### src/rtl/accumulator_rr_arbiter_if.sv
// Stream bundle between NUM_SRC requesters, the round-robin arbiter and the accumulator input.
// The master modport is the arbiter's view. The slave modport is the view of the requesters and the accumulator.
interface accumulator_rr_arbiter_if #(
   parameter int WIDTH   = 3,
   parameter int NUM_SRC = 3,
   parameter int ID_W    = $clog2(NUM_SRC)
);
   logic [NUM_SRC-1:0]            s_valid;
   logic [NUM_SRC-1:0]            s_ready;
   logic [NUM_SRC-1:0][WIDTH-1:0] s_data;
   logic                          m_valid;
   logic                          m_ready;
   logic [WIDTH-1:0]              m_data;
   logic [ID_W-1:0]               m_id;
   logic                          m_last;
   logic                          busy;

   modport master (
      input  s_valid, s_data, m_ready,
      output s_ready, m_valid, m_data, m_id, m_last, busy
   );

   modport slave (
      output s_valid, s_data, m_ready,
      input  s_ready, m_valid, m_data, m_id, m_last, busy
   );
endinterface

### src/rtl/accumulator_rr_arbiter.sv
// Round-robin arbiter that grants one requester for a whole accumulation burst of NO_OF_STEPS beats.
// Data passes through combinationally while a grant is held. A grant ends only after its last beat is accepted.
module accumulator_rr_arbiter #(
   parameter int WIDTH       = 3,
   parameter int NO_OF_STEPS = 4,
   parameter int NUM_SRC     = 3,
   parameter int ID_W        = $clog2(NUM_SRC)
) (
   input  logic                     clk,
   input  logic                     rstn,
   accumulator_rr_arbiter_if.master bus
);
   localparam int              CNT_W    = $clog2(NO_OF_STEPS + 1);
   localparam logic [CNT_W-1:0] LAST_CNT = CNT_W'(NO_OF_STEPS - 1);
   localparam logic [ID_W-1:0]  LAST_ID  = ID_W'(NUM_SRC - 1);

   typedef enum logic {IDLE, BURST} state_t;

   state_t           state;
   logic [ID_W-1:0]  grant;
   logic [ID_W-1:0]  rr_ptr;
   logic [CNT_W-1:0] beat_cnt;

   logic             req_any;
   logic [ID_W-1:0]  winner;
   logic             in_burst;
   logic             accept;

   // Search for the first requester, starting at rr_ptr and wrapping explicitly, because NUM_SRC need not be a power of 2.
   always_comb begin
      logic [ID_W-1:0] idx;
      // NOTE: every combinational output gets a default first, so no path leaves it unassigned and no latch is inferred.
      req_any = 1'b0;
      winner  = rr_ptr;
      idx     = rr_ptr;
      for (int i = 0; i < NUM_SRC; i++) begin
         if (!req_any && bus.s_valid[idx]) begin
            req_any = 1'b1;
            winner  = idx;
         end
         idx = (idx == LAST_ID) ? '0 : idx + ID_W'(1);
      end
   end

   always_comb begin
      in_burst     = (state == BURST);
      bus.m_valid  = in_burst && bus.s_valid[grant];
      bus.m_data   = bus.m_valid ? bus.s_data[grant] : '0;
      bus.s_ready  = '0;
      if (in_burst) bus.s_ready[grant] = bus.m_ready;
      bus.m_last   = bus.m_valid && (beat_cnt == LAST_CNT);
      bus.m_id     = grant;
      bus.busy     = in_burst;
      accept       = bus.m_valid && bus.m_ready;
   end

   // NOTE: state registers use non-blocking assignments so that every flop samples values from before the clock edge.
   always_ff @(posedge clk or negedge rstn) begin
      if (!rstn) begin
         state    <= IDLE;
         grant    <= '0;
         rr_ptr   <= '0;
         beat_cnt <= '0;
      end else begin
         case (state)
            IDLE: begin
               if (req_any) begin
                  grant    <= winner;
                  beat_cnt <= '0;
                  state    <= BURST;
               end
            end
            BURST: begin
               // There is no preemption: a stalled grant keeps its place until its final beat is accepted.
               if (accept) begin
                  if (beat_cnt == LAST_CNT) begin
                     beat_cnt <= '0;
                     rr_ptr   <= (grant == LAST_ID) ? '0 : grant + ID_W'(1);
                     state    <= IDLE;
                  end else begin
                     beat_cnt <= beat_cnt + CNT_W'(1);
                  end
               end
            end
            default: state <= IDLE;
         endcase
      end
   end
endmodule
### src/flat_wrapper.sv
// flat-port wrapper written by rule: the top's interface ports become plain ports
module accumulator_rr_arbiter_flat 
#(
   parameter int WIDTH       = 3,
   parameter int NO_OF_STEPS = 4,
   parameter int NUM_SRC     = 3,
   parameter int ID_W        = $clog2(NUM_SRC)
)
  (clk, rstn, bus_s_valid, bus_s_data, bus_m_ready, bus_s_ready, bus_m_valid, bus_m_data, bus_m_id, bus_m_last, bus_busy);
  accumulator_rr_arbiter_if #(.WIDTH(WIDTH), .NUM_SRC(NUM_SRC), .ID_W(ID_W)) bus_i ();
  input  logic clk;
  input  logic rstn;
  input wire logic [$bits(bus_i.s_valid)-1:0] bus_s_valid;
  input wire logic [$bits(bus_i.s_data)-1:0] bus_s_data;
  input wire logic [$bits(bus_i.m_ready)-1:0] bus_m_ready;
  output wire logic [$bits(bus_i.s_ready)-1:0] bus_s_ready;
  output wire logic [$bits(bus_i.m_valid)-1:0] bus_m_valid;
  output wire logic [$bits(bus_i.m_data)-1:0] bus_m_data;
  output wire logic [$bits(bus_i.m_id)-1:0] bus_m_id;
  output wire logic [$bits(bus_i.m_last)-1:0] bus_m_last;
  output wire logic [$bits(bus_i.busy)-1:0] bus_busy;
  assign bus_i.s_valid = bus_s_valid;
  assign bus_i.s_data = bus_s_data;
  assign bus_i.m_ready = bus_m_ready;
  assign bus_s_ready = bus_i.s_ready;
  assign bus_m_valid = bus_i.m_valid;
  assign bus_m_data = bus_i.m_data;
  assign bus_m_id = bus_i.m_id;
  assign bus_m_last = bus_i.m_last;
  assign bus_busy = bus_i.busy;
  accumulator_rr_arbiter #(.WIDTH(WIDTH), .NO_OF_STEPS(NO_OF_STEPS), .NUM_SRC(NUM_SRC), .ID_W(ID_W)) u_core (.clk(clk), .rstn(rstn), .bus(bus_i));
endmodule
### config.mk
export PLATFORM = sky130hd
export DESIGN_NAME = accumulator_rr_arbiter_flat
export DESIGN_NICKNAME = d
export VERILOG_FILES = /design/src/rtl/accumulator_rr_arbiter_if.sv /design/src/rtl/accumulator_rr_arbiter.sv /design/src/flat_wrapper.sv
export SDC_FILE = /design/constraint.sdc
export NUM_CORES = 1
export LEC_CHECK = 0
export BUFFER_PORTS_ARGS = -buffer_cell sky130_fd_sc_hd__buf_2
export CORE_AREA = 2 2 40 42
export DETAILED_ROUTE_END_ITERATION = 8
export DIE_AREA = 0 0 42 44
export GPL_TIMING_DRIVEN = 0
export PLACE_DENSITY = 0.73
export SLEW_MARGIN = 20
export SYNTH_ARGS = -nofsm -noshare
export SYNTH_HDL_FRONTEND = slang
export SYNTH_SLANG_ARGS = --single-unit
### constraint.sdc
create_clock -name clk -period 2.1 [get_ports clk]
set_clock_uncertainty 0.15 [all_clocks]
set_input_delay 0.315 -clock clk [delete_from_list [all_inputs] [get_ports clk]]
set_output_delay 0.315 -clock clk [all_outputs]
set_load 0.005 [all_outputs]
# [After elaboration in Yosys (flattened, before gate mapping)]
# Cells that the tools add are included.
[op_classes] n_reduce_logical=11 n_addsub=4 eq_ne=6 mux=30 n_lt_le_gt_ge=5 bitwise_logic=2
[op_table] operator="two-way mux 3 bit" n=6
[op_table] operator="less-than comparator 2 x 3 -> 1 bit, second input constant" n=4
[op_table] operator="two-way mux 1 bit" n=11
[op_table] operator="two-way mux 2 bit" n=5
[op_table] operator="binary-select mux 1 bit (select 2 bit)" n=4
[op_table] operator="adder 2 x 1 -> 2 bit, second input constant" n=3
[op_table] operator="binary-select mux 3 bit (select 2 bit)" n=1
[op_table] operator="== test 2 bit, second input constant" n=3
[op_table] operator="logical AND 1 bit" n=6
[op_table] operator="case mux 3 bit (2 select lines)" n=1
[op_table] operator="AND reduction 2 bit" n=2
[op_table] operator="adder 3 x 1 -> 3 bit, second input constant" n=1
[op_table] operator="bitwise AND 3 bit" n=1
[op_table] operator="== test 3 x 2 -> 1 bit, second input constant" n=1
[op_table] operator="AND reduction 3 bit" n=1
[op_table] operator="demux 1 bit (select 2 bit)" n=1
[op_table] operator="greater-or-equal comparator 2 x 1 -> 1 bit, second input constant" n=1
[op_table] operator="zero test 1 bit" n=2
[op_table] operator="inequality test 2 x 1 -> 1 bit, second input constant" n=1
[op_table] operator="inequality test 2 bit, second input constant" n=1
[op_table] operator="case mux 1 bit (2 select lines)" n=1
[op_table] operator="NOT 1 bit" n=1
[totals] ff_bits=8 in_bits=15 out_inout_bits=11 elab_cells=62

# [Logic depth before layout (Yosys ltp)]
[logic_depth] ltp_word=11 mapped_depth=5 ltp_nobuf=4

# [Least setup slack after synthesis]
# Ideal clock, no wire load.
[synth_path] path_type="register -> output" from="reg u_core.grant[1], in the netlist u_core.bus.m_id[1]" to="out bus_m_data[0]" n_path_buf=1 t_arrival_ns=1.055 path_slack_ns=0.580 path_stages_with_launch=6 cell_sequence="dfrtp_1 -> buf_6 -> nand3b_4 -> o21ai_4 -> nand2_1 -> nor2_1"
[synth_between] elab_chain_cells=4 word_cells_on_any_way=6 cone_classes="mux (5); reduce/logical (1)"
[synth_lines] item="start: declaration" line_no="accumulator_rr_arbiter.sv:20" rtl="logic [ID_W-1:0] grant;"
[synth_lines] item="start signal: assignment" line_no="accumulator_rr_arbiter.sv:68" rtl="grant <= winner;"
[synth_lines] item="binary-select mux 1 bit (select 2 bit)" line_no="accumulator_rr_arbiter.sv:47" rtl="bus.m_valid = in_burst && bus.s_valid[grant];"
[synth_lines] item="two-way mux 1 bit (not written as such)" line_no="accumulator_rr_arbiter.sv:47"
[synth_lines] item="logical AND 1 bit" line_no="accumulator_rr_arbiter.sv:47"
[synth_lines] item="two-way mux 3 bit *" line_no="accumulator_rr_arbiter.sv:48" rtl="bus.m_data = bus.m_valid ? bus.s_data[grant] : '0;"
[synth_lines] item="end: declaration" line_no="flat_wrapper.sv:18" rtl="output wire logic [$bits(bus_i.m_data)-1:0] bus_m_data;"
# Mark *: on every way between the ends. The rest lies on a longest branch, timed or not. The select of a mux whose other input is x is not followed.

# [Worst setup path after layout]
# Same ends and word-level chain as after synthesis.

==> flow_summary.ini <==
[cells_and_area]
post_layout_cell_count = 108
final_design_area_no_fill_um2 = 774.5
flow.area_growth_from_synthesis_pct = 30.32
layout.core_utilization_pct = 54.59
antenna-diode-count = 0
final_layout_size_suffix_gt1_share_pct = 45.65
finalNetCount = 110

[detailed_routing]
number_of_routed_nets_with_antenna_violations = 0
total_drc_errors_in_the_routed_layout = 0
via_per_inst = 5.167
firstDrtPassIters = 2
route.detailed.wl_per_inst_um = 11.48
vias = 558
initial_drc_count = 3
finalWirelength_um = 1240

[min_path]
worstHoldEndpoint = u_core.bus.m_id[1]
hold_path_class = in2reg
worstHoldPathCells = 3
hp-start = bus_s_valid[2]

[sta]
fin_setup_tns_ns = 0
rsz_0062_raised_after_global_routing = no
fmax_ghz = 0.5223
timing.max_slew.rel_slack_pct = 78.38
postLayoutSetupSlackWorst_ns = 0.1853
drv_slew = 0
fin_crit_ns = 1.915
timing.final.crit_share_pct = 91.18
hold-worst-slack_ns = 0.2262
timing.final.hold_violations = 0
tightest_slew_ns = 0.3227
setup_violating_endpoint_count_in_the_final_report = 0

[run_status]
status = finished, final reports clean

[placement]
port-buffer-count = 25
dp.final_hpwl_um = 1000
pre_cts_ws_ns = 0.4156
place_congestion = 0.7573
detailed_place.area_um2 = 739.5
post-place-cells = 104

[die]
core_mm2 = 0.001419
die_area_mm2 = 0.001848
chipWidth_um = 42
rows = 14
boundaryPins = 26
fp.dieH_um = 44
start_util_pct = 41.89

[setup_path]
worst-endpoint-arrival_ns = 1.45
setup.worst_path.start_class = register
critPathMaxFanout = 10
timing.critical_path.max_delay_family = simple AND/OR/NAND/NOR gates
cp_num_buf_inv = 2
regToRegEndpoint = u_core.rr_ptr[1]
launch_point_of_the_worst_reg_to_reg_path = u_core.beat_cnt[0]
timing.critical_path.to_type = output pin
worstRegToRegCells = 4
worst-setup-path-type = reg2out
reg2reg_setup_slack_ns = 0.52
max_stage_delay_cell_worst_path = dfrtp_1
critical_path_required_ns = 1.63
cp_cell_sequence = buf_6, nand3b_4, o21ai_4, nand2_1, nor2_1, buf_2
cp_slowest_stage_delay_ns = 0.41

[yosys]
syn-num-nets = 79
postSynthCellCount = 63
yosysTopAreaCellShare_pct = 33.68
most_used_standard_cell_by_instance_count_after_synthesis = nor2_1
synth-warning-count = 0
synthesis.area_um2 = 594.3
syn-mean-instance-area_um2 = 9.434
ys_top_cells_by_count = nor2_1, dfrtp_1, a21oi_1, mux2i_1
synth.ff_latch_count = 8
number_of_synthesized_flops_with_an_enable_pin = 0
ys.flop_type = dfrtp_1
synth_seq_area_share_pct = 33.68
asyncSetResetFlopFracSynth_pct = 100.0
post-synth-top-area-cell = dfrtp_1
ys_types = 29
yosys-top-cells-area = dfrtp_1, nor2_1, mux2i_1, mux2_4, nand4_4

[global_route]
groute.usage.overall_pct = 15.72
grt_antenna_before_repair = 0
grt_remaining_overflow = 0
first_pass_grt_wire_length_um = 2152
vias_in_the_first_global_route = 525
largest_net_degree_at_the_start_of_global_routing = 11

[cts]
numCtsBuffers = 3
clock_tree.buffer_depth = 2
numClockSinks = 8
clk_root_buffer_cell = clkbuf_4
path_clk_slew_ns = 0.05
cts_max_level = 1
cts_setup_buffers = 0
clk-insertion-delay-late_ns = 0.25
tritoncts = yes

[pwr]
p_leak_nw = 0.4162
power_mw = 0.9534
ir_drop_mv = 0.6864
pwr_density_cell_mw_per_mm2 = 1231

[flow_run]
drv_cap = 0
[state kept, by name (all words and copies together), names as in the netlist]
| name | count |
|---|---|
| u_core.beat_cnt | 3 |
| u_core.bus.busy | 1 |
| u_core.bus.m_id | 2 |
| u_core.rr_ptr | 2 |
[worst max path at each step]
stage,start,end,slack (ns),depth (start not counted)
3_5_place_dp,u_core.bus.m_id[0],bus_m_data[0],0.42,6
5_1_grt,u_core.bus.m_id[0],bus_m_data[0],0.06,6
6_report,u_core.bus.m_id[1],bus_m_data[0],0.19,6
4_1_cts,u_core.bus.m_id[0],bus_m_data[0],0.13,6
2_1_floorplan,u_core.bus.m_id[1],bus_m_data[0],0.58,5
3_3_place_gp,u_core.bus.m_id[0],bus_m_data[0],0.44,6
[metal layers]
metal / share of wire, % / vias to the layer above / track usage, % / wire length, µm
li1: - / 282 / - / -
met1: 43 / 250 / 17.99 / 527
met2: 49 / 24 / 27.50 / 609
met3: 7.2 / 2 / 5.000 / 89
met4: 1.1 / 0 / 5.806 / 14
met5: 0 / - / 0 / 0
[report_power, final]
part | switching (mW) | total (mW) | internal, mW
Sequential | 0.0513 | 0.264 | 0.212
Combinational | 0.293 | 0.573 | 0.280
Clock | 0.0517 | 0.117 | 0.0654
[cell usage in the layout (no fill, tap or decap), types with 2 or more instances in the layout]
master,count
a21oi_1,4
buf_2,27
clkbuf_4,3
dfrtp_1,8
inv_1,3
mux2_4,2
mux2i_1,4
nand2_1,3
nor2_1,14
nor3_1,2
[logic make-up after synthesis]
kind of cell               after synthesis  synth area share (%)
and+or+nand+nor                         26                 25.26
AOI/OAI and AO/OA                       15                 19.79
muxes                                    7                 13.68
buffers and inverters                    6                 5.473
adders and majority gates                1                 2.105
DFF                                      8                 33.68
[tightest hold or removal path: stages]
cell and delay, ns:
buf_2 0.11, a211oi_1 0.07, nor2_1 0.10
[what timing repair did]
item / CTS / global route
endpoints found under the hold margin: 8 / 0
hold buffers: 1 / 0
endpoints found under the setup margin: 0 / 3
gates resized for setup: 0 / 1
[final cells by class]
cell class	instances	area (µm²)
Sequential cell	8	200.2
Timing Repair Buffer	26	135.1
Multi-Input combinational cell	49	364.1
Inverter	3	11.26
Tap cell	16	20.02
Clock buffer	3	22.52
Fill cell	134	644.4
Buffer	3	21.27
Power figures use the tool's default switching activity.
